===== config.mk =====
export PLATFORM = sky130hd
export DESIGN_NAME = mem_port_arbiter
export DESIGN_NICKNAME = d
export VERILOG_FILES = /design/src/rtl/mem_port_arbiter.sv
export SDC_FILE = /design/constraint.sdc
export NUM_CORES = 1
export LEC_CHECK = 0
export ABC_CLOCK_PERIOD_IN_PS = 1650
export BUFFER_PORTS_ARGS = -buffer_cell sky130_fd_sc_hd__buf_4
export CAP_MARGIN = 20
export CELL_PAD_IN_SITES_DETAIL_PLACEMENT = 1
export CELL_PAD_IN_SITES_GLOBAL_PLACEMENT = 1
export CORE_MARGIN = 1
export CORE_UTILIZATION = 32
export CTS_CLUSTER_SIZE = 28
export DETAILED_ROUTE_END_ITERATION = 10
export PLACE_DENSITY_LB_ADDON = 0.1
export SYNTH_ARGS = -nofsm -noshare
export SYNTH_HDL_FRONTEND = slang
export SYNTH_SLANG_ARGS = --single-unit

===== constraint.sdc =====
create_clock -name clk -period 1.65 [get_ports clk]
set_input_delay 0.165 -clock clk [delete_from_list [all_inputs] [get_ports clk]]
set_output_delay 0.165 -clock clk [all_outputs]
set_load 0.01 [all_outputs]

===== src/rtl/mem_port_arbiter.sv =====
// Two-requester (fetch / data) arbiter and sequencer for the single memory port.
// Optional macro MEM_ARB_RR_EN selects round-robin instead of data-over-fetch priority.
module mem_port_arbiter #(
    parameter int RD_LATENCY = 1
) (
    input  logic        clk,
    input  logic        rst,
    input  logic        if_req_valid,
    input  logic [31:0] if_req_addr,
    output logic        if_req_ready,
    output logic        if_rsp_valid,
    output logic [31:0] if_rsp_data,
    input  logic        d_req_valid,
    input  logic        d_req_wr,
    input  logic [31:0] d_req_addr,
    input  logic [31:0] d_req_wdata,
    output logic        d_req_ready,
    output logic        d_rsp_valid,
    output logic [31:0] d_rsp_data,
    output logic [31:0] mem_addr,
    output logic        mem_wr_en,
    output logic [31:0] mem_wr_data,
    input  logic [31:0] mem_rd_data
);
    localparam int CW = $clog2(RD_LATENCY + 1);
    localparam logic [CW-1:0] CNT_INIT = CW'(RD_LATENCY - 1);

    typedef enum logic [1:0] {IDLE, ISSUE, WAIT, RESP} state_e;

    state_e        state_q;
    logic [CW-1:0] cnt_q;
    logic          own_d_q;
    logic [31:0]   mem_addr_q, mem_wr_data_q, if_rsp_data_q, d_rsp_data_q;
    logic          mem_wr_en_q, if_rsp_valid_q, d_rsp_valid_q;
    logic          gnt_d, gnt_if, accept, capture;

`ifdef MEM_ARB_RR_EN
    logic last_d_q;  // 1 = data won the previous handshake

    always_comb begin
        gnt_d = d_req_valid;
        if (d_req_valid && if_req_valid)
            gnt_d = !last_d_q;
    end
`else
    always_comb begin
        gnt_d = d_req_valid;
    end
`endif

    assign gnt_if       = if_req_valid && !gnt_d;
    assign accept       = rst && (state_q == IDLE) && (gnt_d || gnt_if);
    assign d_req_ready  = rst && (state_q == IDLE) && gnt_d;
    assign if_req_ready = rst && (state_q == IDLE) && gnt_if;

    // Read data is sampled at the end of the RD_LATENCY-th cycle after the handshake.
    assign capture = ((state_q == ISSUE) && !mem_wr_en_q && (CNT_INIT == '0)) ||
                     ((state_q == WAIT) && (cnt_q == CW'(1)));

    always_ff @(posedge clk or negedge rst) begin
        if (!rst) begin
            state_q        <= IDLE;
            cnt_q          <= '0;
            own_d_q        <= 1'b0;
            mem_addr_q     <= '0;
            mem_wr_data_q  <= '0;
            mem_wr_en_q    <= 1'b0;
            if_rsp_valid_q <= 1'b0;
            if_rsp_data_q  <= '0;
            d_rsp_valid_q  <= 1'b0;
            d_rsp_data_q   <= '0;
`ifdef MEM_ARB_RR_EN
            last_d_q       <= 1'b1;
`endif
        end else begin
            case (state_q)
                IDLE: begin
                    if (accept) begin
                        own_d_q       <= gnt_d;
                        mem_addr_q    <= gnt_d ? d_req_addr : if_req_addr;
                        mem_wr_data_q <= gnt_d ? d_req_wdata : 32'h0;
                        mem_wr_en_q   <= gnt_d && d_req_wr;
                        state_q       <= ISSUE;
`ifdef MEM_ARB_RR_EN
                        last_d_q      <= gnt_d;
`endif
                    end
                end
                ISSUE: begin
                    mem_wr_en_q <= 1'b0;
                    if (mem_wr_en_q) begin
                        d_rsp_valid_q <= 1'b1;
                        d_rsp_data_q  <= '0;
                        state_q       <= RESP;
                    end else if (CNT_INIT == '0) begin
                        state_q <= RESP;
                    end else begin
                        cnt_q   <= CNT_INIT;
                        state_q <= WAIT;
                    end
                end
                WAIT: begin
                    if (cnt_q == CW'(1))
                        state_q <= RESP;
                    else
                        cnt_q <= cnt_q - CW'(1);
                end
                RESP: begin
                    if_rsp_valid_q <= 1'b0;
                    d_rsp_valid_q  <= 1'b0;
                    state_q        <= IDLE;
                end
                default: state_q <= IDLE;
            endcase

            if (capture) begin
                if (own_d_q) begin
                    d_rsp_valid_q <= 1'b1;
                    d_rsp_data_q  <= mem_rd_data;
                end else begin
                    if_rsp_valid_q <= 1'b1;
                    if_rsp_data_q  <= mem_rd_data;
                end
            end
        end
    end

    assign mem_addr     = mem_addr_q;
    assign mem_wr_en    = mem_wr_en_q;
    assign mem_wr_data  = mem_wr_data_q;
    assign if_rsp_valid = if_rsp_valid_q;
    assign if_rsp_data  = if_rsp_data_q;
    assign d_rsp_valid  = d_rsp_valid_q;
    assign d_rsp_data   = d_rsp_data_q;
endmodule


==> results_tabular.tex, run 1 <==
\begin{tabular}{lr}
\hline
Metric & Value \\
\hline
\multicolumn{2}{l}{\textbf{Placement}} \\
Post-placement cell area & $\sim$8100 µm² \\
Dpl hpwl & $\sim$12000 µm \\
Gp weighted congestion & around 0.73 \\
Number of buffer cells added on primary ports & 265 \\
\multicolumn{2}{l}{\textbf{Floorplan}} \\
Height of the chip & about 140 µm \\
Core outline area & 17500 µm² \\
Die Width & around 140 µm \\
Num rows & 48 \\
Number of I/O pins & $\sim$270 \\
Starting density of the core & about a third \\
Die area & 18600 µm² \\
\multicolumn{2}{l}{\textbf{Layout}} \\
Fill cells & 1828 \\
NumNets Final & 954 \\
Post-route cell area & between 9000 and 10000 µm² \\
Fraction of layout instances using a drive strength above 1 & a little under half \\
End-of-flow core utilization & around 56\% \\
Antenna diode count & 0 \\
Layout-stage area growth over the synthesis result & 68.8\% \\
\multicolumn{2}{l}{\textbf{GRT}} \\
Total overflow reported by the global router & 0 \\
Via count of the first global-routing pass & 5243 \\
Global-route wire length before repair & 28200 µm \\
Global-route usage over all layers & between 20\% and 30\% \\
Pin count of the biggest net entering global routing & between 40 and 50 \\
Number of antenna violations at the first check in global routing & 0 \\
\multicolumn{2}{l}{\textbf{Outcome}} \\
Outcome & finished, violations left \\
Violations in the final reports & setup timing \\
\multicolumn{2}{l}{\textbf{Routing}} \\
Number of nets with antenna violations after detailed routing & 0 \\
Drt drc & 0 \\
Routed wire length per instance & around 18 µm \\
Initial DRT Pass Iterations & 4 \\
Initial DRC Count & between 100 and 150 \\
Final wirelength & $\sim$19000 µm \\
Total via count in the routed design & roughly 4800 \\
Mean number of vias per cell & around 4.5 \\
\multicolumn{2}{l}{\textbf{Clock network}} \\
Number of H-tree branching levels & 4 \\
Worst skew pair latency & $\sim$0.41 ns \\
Clk pin slew, worst setup/hold paths & 0.06 ns \\
Clock buffer count from CTS & 17 \\
Clock tree from TritonCTS & done \\
Clock Path Buffers & 2 \\
CTS Root Buffer Type & sky130\_fd\_sc\_hd\_\_clkbuf\_16 \\
Number of sinks driven by the clock tree & approximately 140 \\
\multicolumn{2}{l}{\textbf{Synthesis}} \\
Synthesized area & around 5800 µm² \\
Share of synthesized registers carrying an async set or reset & between 90\% and 100\% \\
Synth warnings & 0 \\
Count of flip-flops with a built-in enable after synthesis & 0 \\
Fraction of the yosys area taken by sequential cells & 58.4\% \\
Leading area contributor after synthesis & sky130\_fd\_sc\_hd\_\_dfrtp\_1 \\
Top cell types by occurrence after synthesis & sky130\_fd\_sc\_hd\_\_dfrtp\_1, sky130\_fd\_sc\_hd\_\_nand2\_1, sky130\_fd\_sc\_hd\_\_mux2i\_1 \\
Avg Cell Area, Syn & approximately 13 µm² \\
Total nets after synthesis & just under 600 \\
Synth top area cells & sky130\_fd\_sc\_hd\_\_dfrtp\_1, sky130\_fd\_sc\_hd\_\_mux2i\_1, sky130\_fd\_sc\_hd\_\_mux2\_4, sky130\_fd\_sc\_hd\_\_a22o\_1, sky130\_fd\_sc\_hd\_\_nand2\_1 \\
Synthesis-stage register bit count & 135 \\
Post-synth top area share & between 50\% and 60\% \\
Dominant register cell in the synthesized netlist & sky130\_fd\_sc\_hd\_\_dfrtp\_1 \\
Most frequent cell after synthesis & sky130\_fd\_sc\_hd\_\_dfrtp\_1 \\
Post-synth cell types & 32 \\
Number of cells produced by synthesis & approximately 450 \\
\multicolumn{2}{l}{\textbf{STA}} \\
Top achievable clock speed & $\sim$580 MHz \\
Number of setup violations in the final report & 37 \\
TNS Setup & -0.866 ns \\
Tightest slew margin relative to the limit & slightly below 70\% \\
Layout Skew & between 0.01 and 0.015 ns \\
Number of max-slew violations in the final report & 0 \\
Final critical path time including I/O delays and setup & 1.72 ns \\
Count of final hold-check violations & 0 \\
Measured slew at the worst slew-check pin & between 0.4 and 0.5 ns \\
PnR worst setup slack & -0.0658 ns \\
RSZ-0062 raised after global routing & yes \\
Final worst path period share & 104\% \\
\multicolumn{2}{l}{\textbf{Power and ir drop}} \\
Relative contribution of the clock network to total power & $\sim$22\% \\
Max rail drop VDD & approximately 0.89 mV \\
Comb pwr share & 46.6\% \\
Post-route total power & about 19 mW \\
Reported leakage power & about 5.2 nW \\
Net switching power & about 6.3 mW \\
Net switching share of the total power & 33.0\% \\
Part of the total power dissipated in sequential elements & 31.1\% \\
Pwr Density & 1950 nW/µm² \\
Internal power consumption & around 13 mW \\
\multicolumn{2}{l}{\textbf{Worst setup path}} \\
Required time reported for the critical path endpoint & slightly below 2 ns \\
Slowest stage cell, crit path & sky130\_fd\_sc\_hd\_\_dfrtp\_2 \\
Critical path, cell by cell & buf\_4, ha\_4, nor2b\_4, o21ba\_4, clkbuf\_16, mux2\_4 \\
CP Depth & 6 \\
CP startpoint kind & flip-flop \\
R2R depth & 6 \\
Critical register-to-register path startpoint & state\_q[0]\$\_DFFE\_PN0P\_ \\
Number of buffer and inverter stages on the critical path & 2 \\
Worst reg-to-reg setup slack & -0.07 ns \\
Worst setup path category & flip-flop to flip-flop \\
End of the worst register-to-register path & if\_rsp\_data[14]\$\_DFFE\_PN0P\_ \\
Crit path max-delay family & flip-flops \\
Largest stage delay, worst path & between 0.4 and 0.5 ns \\
Kind of end point of the critical path & flip-flop \\
Arrival @ worst endpoint & between 2 and 2.5 ns \\
Maximum fanout along the worst path & 6 \\
\multicolumn{2}{l}{\textbf{Worst hold path}} \\
Type of the most critical hold path & primary input to flip-flop \\
Hold path endpoint & mem\_addr[9]\$\_DFFE\_PN0P\_ \\
Min-Delay Path Depth & 3 \\
Start point of the worst min-delay path & if\_req\_addr[9] \\
\multicolumn{2}{l}{\textbf{Flow run}} \\
Max-cap check violation count & 0 \\
\hline
\end{tabular}
[metal layers]
layer / GRT usage (%) / wire length [µm]
met2: 33.8 / 9300
met3: 5.82 / 1080
met5: 0 / 0
met1: 24.4 / 7820
met4: 8.95 / 596
[tightest hold or removal path, cell delays in order]
cell and delay (ns):
sky130_fd_sc_hd__buf_4 0.07, sky130_fd_sc_hd__mux2i_1 0.05, sky130_fd_sc_hd__o21ai_0 0.13
[how the worst max path moves through the flow]
stage                           startpoint                           to  slack [ns]
CTS                 state_q[1]$_DFFE_PN0P_     d_rsp_data[16]$_DFF_PN0_       -0.04
detailed placement  state_q[0]$_DFFE_PN0P_  if_rsp_data[21]$_DFFE_PN0P_       -0.09
global placement    state_q[0]$_DFFE_PN0P_  if_rsp_data[30]$_DFFE_PN0P_       -0.04
global route        state_q[0]$_DFFE_PN0P_                  d_req_ready       -0.11
floorplan           state_q[1]$_DFFE_PN0P_  if_rsp_data[10]$_DFFE_PN0P_       0.009
finish              state_q[0]$_DFFE_PN0P_  if_rsp_data[14]$_DFFE_PN0P_       -0.07
[sequential cells by signal (all words and copies together) (netlist names)]
signal	cells
mem_addr	32
if_rsp_data	32
own_d_q	1
if_rsp_valid	1
d_rsp_data	32
state_q	2
d_rsp_valid	1
mem_wr_en	1
mem_wr_data	32
cnt_q	1
[power by group through the flow]
stage               combinational (mW)  clock [mW]  sequential [mW]
floorplan                         3.45           0             6.52
global placement                  7.58           0             5.84
detailed placement                7.82           0             5.92
CTS                               8.50        4.35             5.90
global route                      9.55        4.49             6.10
finish                            8.87        4.25             5.92
[cell type report]
class                   count  area [µm²]  area share, %
well taps                 225         282           2.89
clock inverters            14         221           2.27
flip-flops and latches    135        3380           34.6
repair buffers            371        3160           32.4
clock buffers              18         439           4.50
multi-input cells         255        2140           21.9
inverters                  35         131           1.35
[stage by stage]
step / hold WS [ns] / setup WS (ns) / cells
finish: 0.0411 / -0.0658 / 1053
global route: 0.0296 / -0.115 / 1053
CTS: 0.0258 / -0.0403 / 1047
detailed placement: 0.0442 / -0.0886 / 938
global placement: 0.0408 / -0.0433 / 938
floorplan: -0.131 / 0.00854 / 453
[cells by family (layout without fill, tap and decap cells)]
family / after synthesis / count (layout) / share of synthesized area, %
AO/OA/AOI/OAI: 75 / 75 / 9.26
AND/OR/NAND/NOR: 76 / 76 / 5.52
adder cells (fa/ha/maj): 6 / 6 / 1.30
flip-flops: 135 / 135 / 58.4
buffers and inverters: 63 / 438 / 5.91
multiplexers: 98 / 98 / 19.6
[timing repair]
item,in CTS,in global routing
buffers inserted,9,4
hold endpoints to repair,124,0
endpoints found under the setup margin,47,75
pin swaps,2,6
gates cloned,3,4
gates resized for setup,13,16
hold buffers,65,0
[cell usage in the layout, fill, tap and decap left out, types with 20 or more instances in the layout]
master / Yosys / layout
sky130_fd_sc_hd__buf_4: 3 / 282
sky130_fd_sc_hd__clkbuf_16: 0 / 20
sky130_fd_sc_hd__dfrtp_1: 135 / 134
sky130_fd_sc_hd__mux2_4: 29 / 32
sky130_fd_sc_hd__o21ai_0: 33 / 33
sky130_fd_sc_hd__inv_1: 35 / 33
sky130_fd_sc_hd__a22o_1: 32 / 32
sky130_fd_sc_hd__dlygate4sd3_1: 0 / 65
sky130_fd_sc_hd__nand2_1: 67 / 66
sky130_fd_sc_hd__mux2i_1: 65 / 65
(Power assumes the default switching activity.)
==> run 2, diff against run 1 <==
- ABC_CLOCK_PERIOD_IN_PS: 1650 -> 2050
- CORE_UTILIZATION: 32 -> 38
- clock period: 1.65 -> 2.05 ns (I/O delays scaled with it)
==> run 2 against run 1 <==
  * The run ends with DRC left
  * Global-route usage up 0.90 points
  * Count of clock-buffer cells in the layout up 5
  * Critical path depth down 1
  * Sequential share of layout area up 5.0 points
  * Flip-flop and latch count unchanged
  * Clock skew down 0.0076 ns
  * Combinational power down 31%
  * First-iteration DRC count up 92%
  * Clock power down 37%
  * Sequential power down 20%
  * Via count down 8.0%
  * Wire length down 16%
  * Highest routed layer unchanged
==> results_tabular.tex, run 2 (same netlist as run 1, synthesis figures left out) <==
\begin{tabular}{lr}
\hline
Metric & Value \\
\hline
\multicolumn{2}{l}{\textbf{Power and ir drop}} \\
Pwr Density & 1590 nW/µm² (-19\%) \\
Max rail drop VDD & 0.700 mV (-22\%) \\
Reported leakage power & 4.69 nW (-10\%) \\
\multicolumn{2}{l}{\textbf{Worst setup path}} \\
Arrival @ worst endpoint & 1.72 ns (-0.29 ns) \\
Maximum fanout along the worst path & 31 (+25) \\
Worst setup path category & flip-flop to primary output \\
Kind of end point of the critical path & primary output \\
CP startpoint kind & flip-flop \\
Setup crit start & state\_q[1]\$\_DFFE\_PN0P\_ \\
Required time reported for the critical path endpoint & 1.85 ns (-0.09 ns) \\
Critical register-to-register path startpoint & state\_q[1]\$\_DFFE\_PN0P\_ \\
\multicolumn{2}{l}{\textbf{Floorplan}} \\
Height of the chip & 125 µm (-8.1\%) \\
Die area & 15700 µm² (-16\%) \\
Die Width & 125 µm (-8.1\%) \\
Number of I/O pins & 266 (unchanged) \\
Core outline area & 14700 µm² (-16\%) \\
Starting density of the core & 39.3\% (+6.3 points) \\
Num rows & 44 (-8.3\%) \\
\multicolumn{2}{l}{\textbf{Layout}} \\
Post-route cell area & 8530 µm² (-13\%) \\
Fraction of layout instances using a drive strength above 1 & 46.6\% (-0.28 points) \\
Layout-stage area growth over the synthesis result & 47.5\% \\
Antenna diode count & 0 (unchanged) \\
NumNets Final & 861 (-9.7\%) \\
Most frequent standard cell in the layout excluding fill and tap cells & sky130\_fd\_sc\_hd\_\_buf\_4 \\
Highest-count cells in the layout ignoring fill and taps & sky130\_fd\_sc\_hd\_\_buf\_4, sky130\_fd\_sc\_hd\_\_dfrtp\_1, sky130\_fd\_sc\_hd\_\_nand2\_1, sky130\_fd\_sc\_hd\_\_mux2i\_1, sky130\_fd\_sc\_hd\_\_inv\_1 \\
\multicolumn{2}{l}{\textbf{Routing}} \\
Number of nets with antenna violations after detailed routing & 0 (unchanged) \\
Met1 routed wirelength after detailed routing & 6590 µm (-16\%) \\
Routed wire length per instance & 17.3 µm (-3.3\%) \\
Mean number of vias per cell & 4.80 (+5.8\%) \\
Amount of wire on met2 after detailed routing & 7790 µm (-16\%) \\
Top metal layer carrying routed signals & met4 \\
Initial DRT Pass Iterations & 10 (+6) \\
Drt drc & 16 (+16) \\
Met3 routed wirelength & 1190 µm (+11\%) \\
Initial DRC Count & 253 (+92\%) \\
Total via count in the routed design & 4396 (-8.0\%) \\
Final wirelength & 15800 µm (-16\%) \\
\multicolumn{2}{l}{\textbf{STA}} \\
Final worst path period share & 93.9\% \\
Worst hold slack across all endpoints & 0.0208 ns (-0.0203 ns) \\
Count of final hold-check violations & 0 (unchanged) \\
PnR worst setup slack & 0.125 ns (+0.191 ns) \\
Layout Skew & 0.00514 ns (-0.00758 ns) \\
Final critical path time including I/O delays and setup & between 1.5 and 2 ns \\
Measured slew at the worst slew-check pin & 0.682 ns (+0.214 ns) \\
Number of setup violations in the final report & 0 (-100\%) \\
Tightest slew margin relative to the limit & 54.6\% (-14 points) \\
RSZ-0062 raised after global routing & no \\
Number of max-slew violations in the final report & 0 (unchanged) \\
TNS Setup & 0 ns (+0.866 ns) \\
Top achievable clock speed & about 520 MHz \\
\multicolumn{2}{l}{\textbf{Placement}} \\
Dpl hpwl & 11600 µm (-7.3\%) \\
Post-placement cell area & 7980 µm² (-1.7\%) \\
Setup slack after placement & 0.178 ns (+0.267 ns) \\
Gp weighted congestion & 0.749 (+2.1\%) \\
Number of buffer cells added on primary ports & 265 (unchanged) \\
\multicolumn{2}{l}{\textbf{Clock network}} \\
Clk pin slew, worst setup/hold paths & 0.05 ns (about the same) \\
Number of H-tree branching levels & 4 (unchanged) \\
Clock buffer count from CTS & 17 (unchanged) \\
Clock Path Buffers & 2 (unchanged) \\
Worst skew pair latency & 0.41 ns (about the same) \\
CTS Root Buffer Type & sky130\_fd\_sc\_hd\_\_clkbuf\_16 \\
Number of sinks driven by the clock tree & 135 (unchanged) \\
Clock tree from TritonCTS & done \\
\multicolumn{2}{l}{\textbf{Outcome}} \\
Violations in the final reports & DRC \\
Outcome & finished, violations left \\
\multicolumn{2}{l}{\textbf{GRT}} \\
Total overflow reported by the global router & 0 (unchanged) \\
Via count of the first global-routing pass & 4595 (-12\%) \\
Global-route wire length before repair & 25500 µm (-9.6\%) \\
Number of antenna violations at the first check in global routing & 0 (unchanged) \\
Pin count of the biggest net entering global routing & 126 (+200\%) \\
Global-route usage over all layers & 21.2\% (+0.90 points) \\
\multicolumn{2}{l}{\textbf{Flow run}} \\
Max-cap check violation count & 0 (unchanged) \\
\multicolumn{2}{l}{\textbf{Worst hold path}} \\
Type of the most critical hold path & primary input to flip-flop \\
Start point of the worst min-delay path & d\_req\_wdata[24] \\
\hline
\end{tabular}
==> run 2: stage by stage <==
step,total power [mW],util [%],instances
after floorplan,8.00,-,453
after global placement,10.7,54.3,884
after detailed placement,10.9,54.3,884
after CTS,13.7,57.9,916
after global routing,14.3,58.0,916
final,13.5,58.0,916
==> run 2: area by class of cell <==
cell class | count | area [µm²]
multi-input combinational | 255 | 2090
fill | 1552 | 6170
clock inverter | 6 | 55.1
clock buffer | 23 | 448
inverter | 35 | 131
sequential | 135 | 3380
timing repair buffer | 278 | 2200
tap | 184 | 230
==> run 2: routing by layer <==
| metal | GRT usage [%] | vias up |
|---|---|---|
| met4 | 8.32 | 0 |
| li1 | - | 2064 |
| met5 | 0 | - |
| met3 | 6.16 | 13 |
| met1 | 27.1 | 2150 |
| met2 | 34.1 | 169 |
==> run 2: path summary, 6_finish.rpt <==
check | slack (ns) | endpoint | cells after the start
min reg2reg | 0.48 | mem_addr[18]$_DFFE_PN0P_ | 2
max reg2reg | 0.15 | if_rsp_data[0]$_DFFE_PN0P_ | 6
min in group asynchronous | 0.20 | own_d_q$_DFFE_PN0P_ | 2
max in group asynchronous | 0.94 | mem_addr[19]$_DFFE_PN0P_ | 3
min | 0.02 | mem_wr_data[24]$_DFFE_PN0P_ | 2
max | 0.13 | d_req_ready | 5
==> run 2: timing repair <==
| item | CTS | global route |
|---|---|---|
| endpoints found under the hold margin | 12 | 0 |
| gates cloned | 0 | 0 |
| gates resized for setup | 3 | 2 |
| setup buffers | 0 | 0 |
| hold buffers | 3 | 0 |
| endpoints found under the setup margin | 1 | 1 |
==> run 2: critical path: stages (launching register included) <==
cell and delay, ns:
sky130_fd_sc_hd__dfrtp_1 0.42, sky130_fd_sc_hd__inv_1 0.15, sky130_fd_sc_hd__ha_4 0.19, sky130_fd_sc_hd__and3_4 0.22, sky130_fd_sc_hd__buf_12 0.19, sky130_fd_sc_hd__buf_4 0.15
==> run 2: power breakdown <==
group | switching (mW) | total [mW] | internal [mW]
sequential | 0.797 | 4.76 | 3.97
combinational | 2.67 | 6.08 | 3.41
clock | 1.04 | 2.67 | 1.63
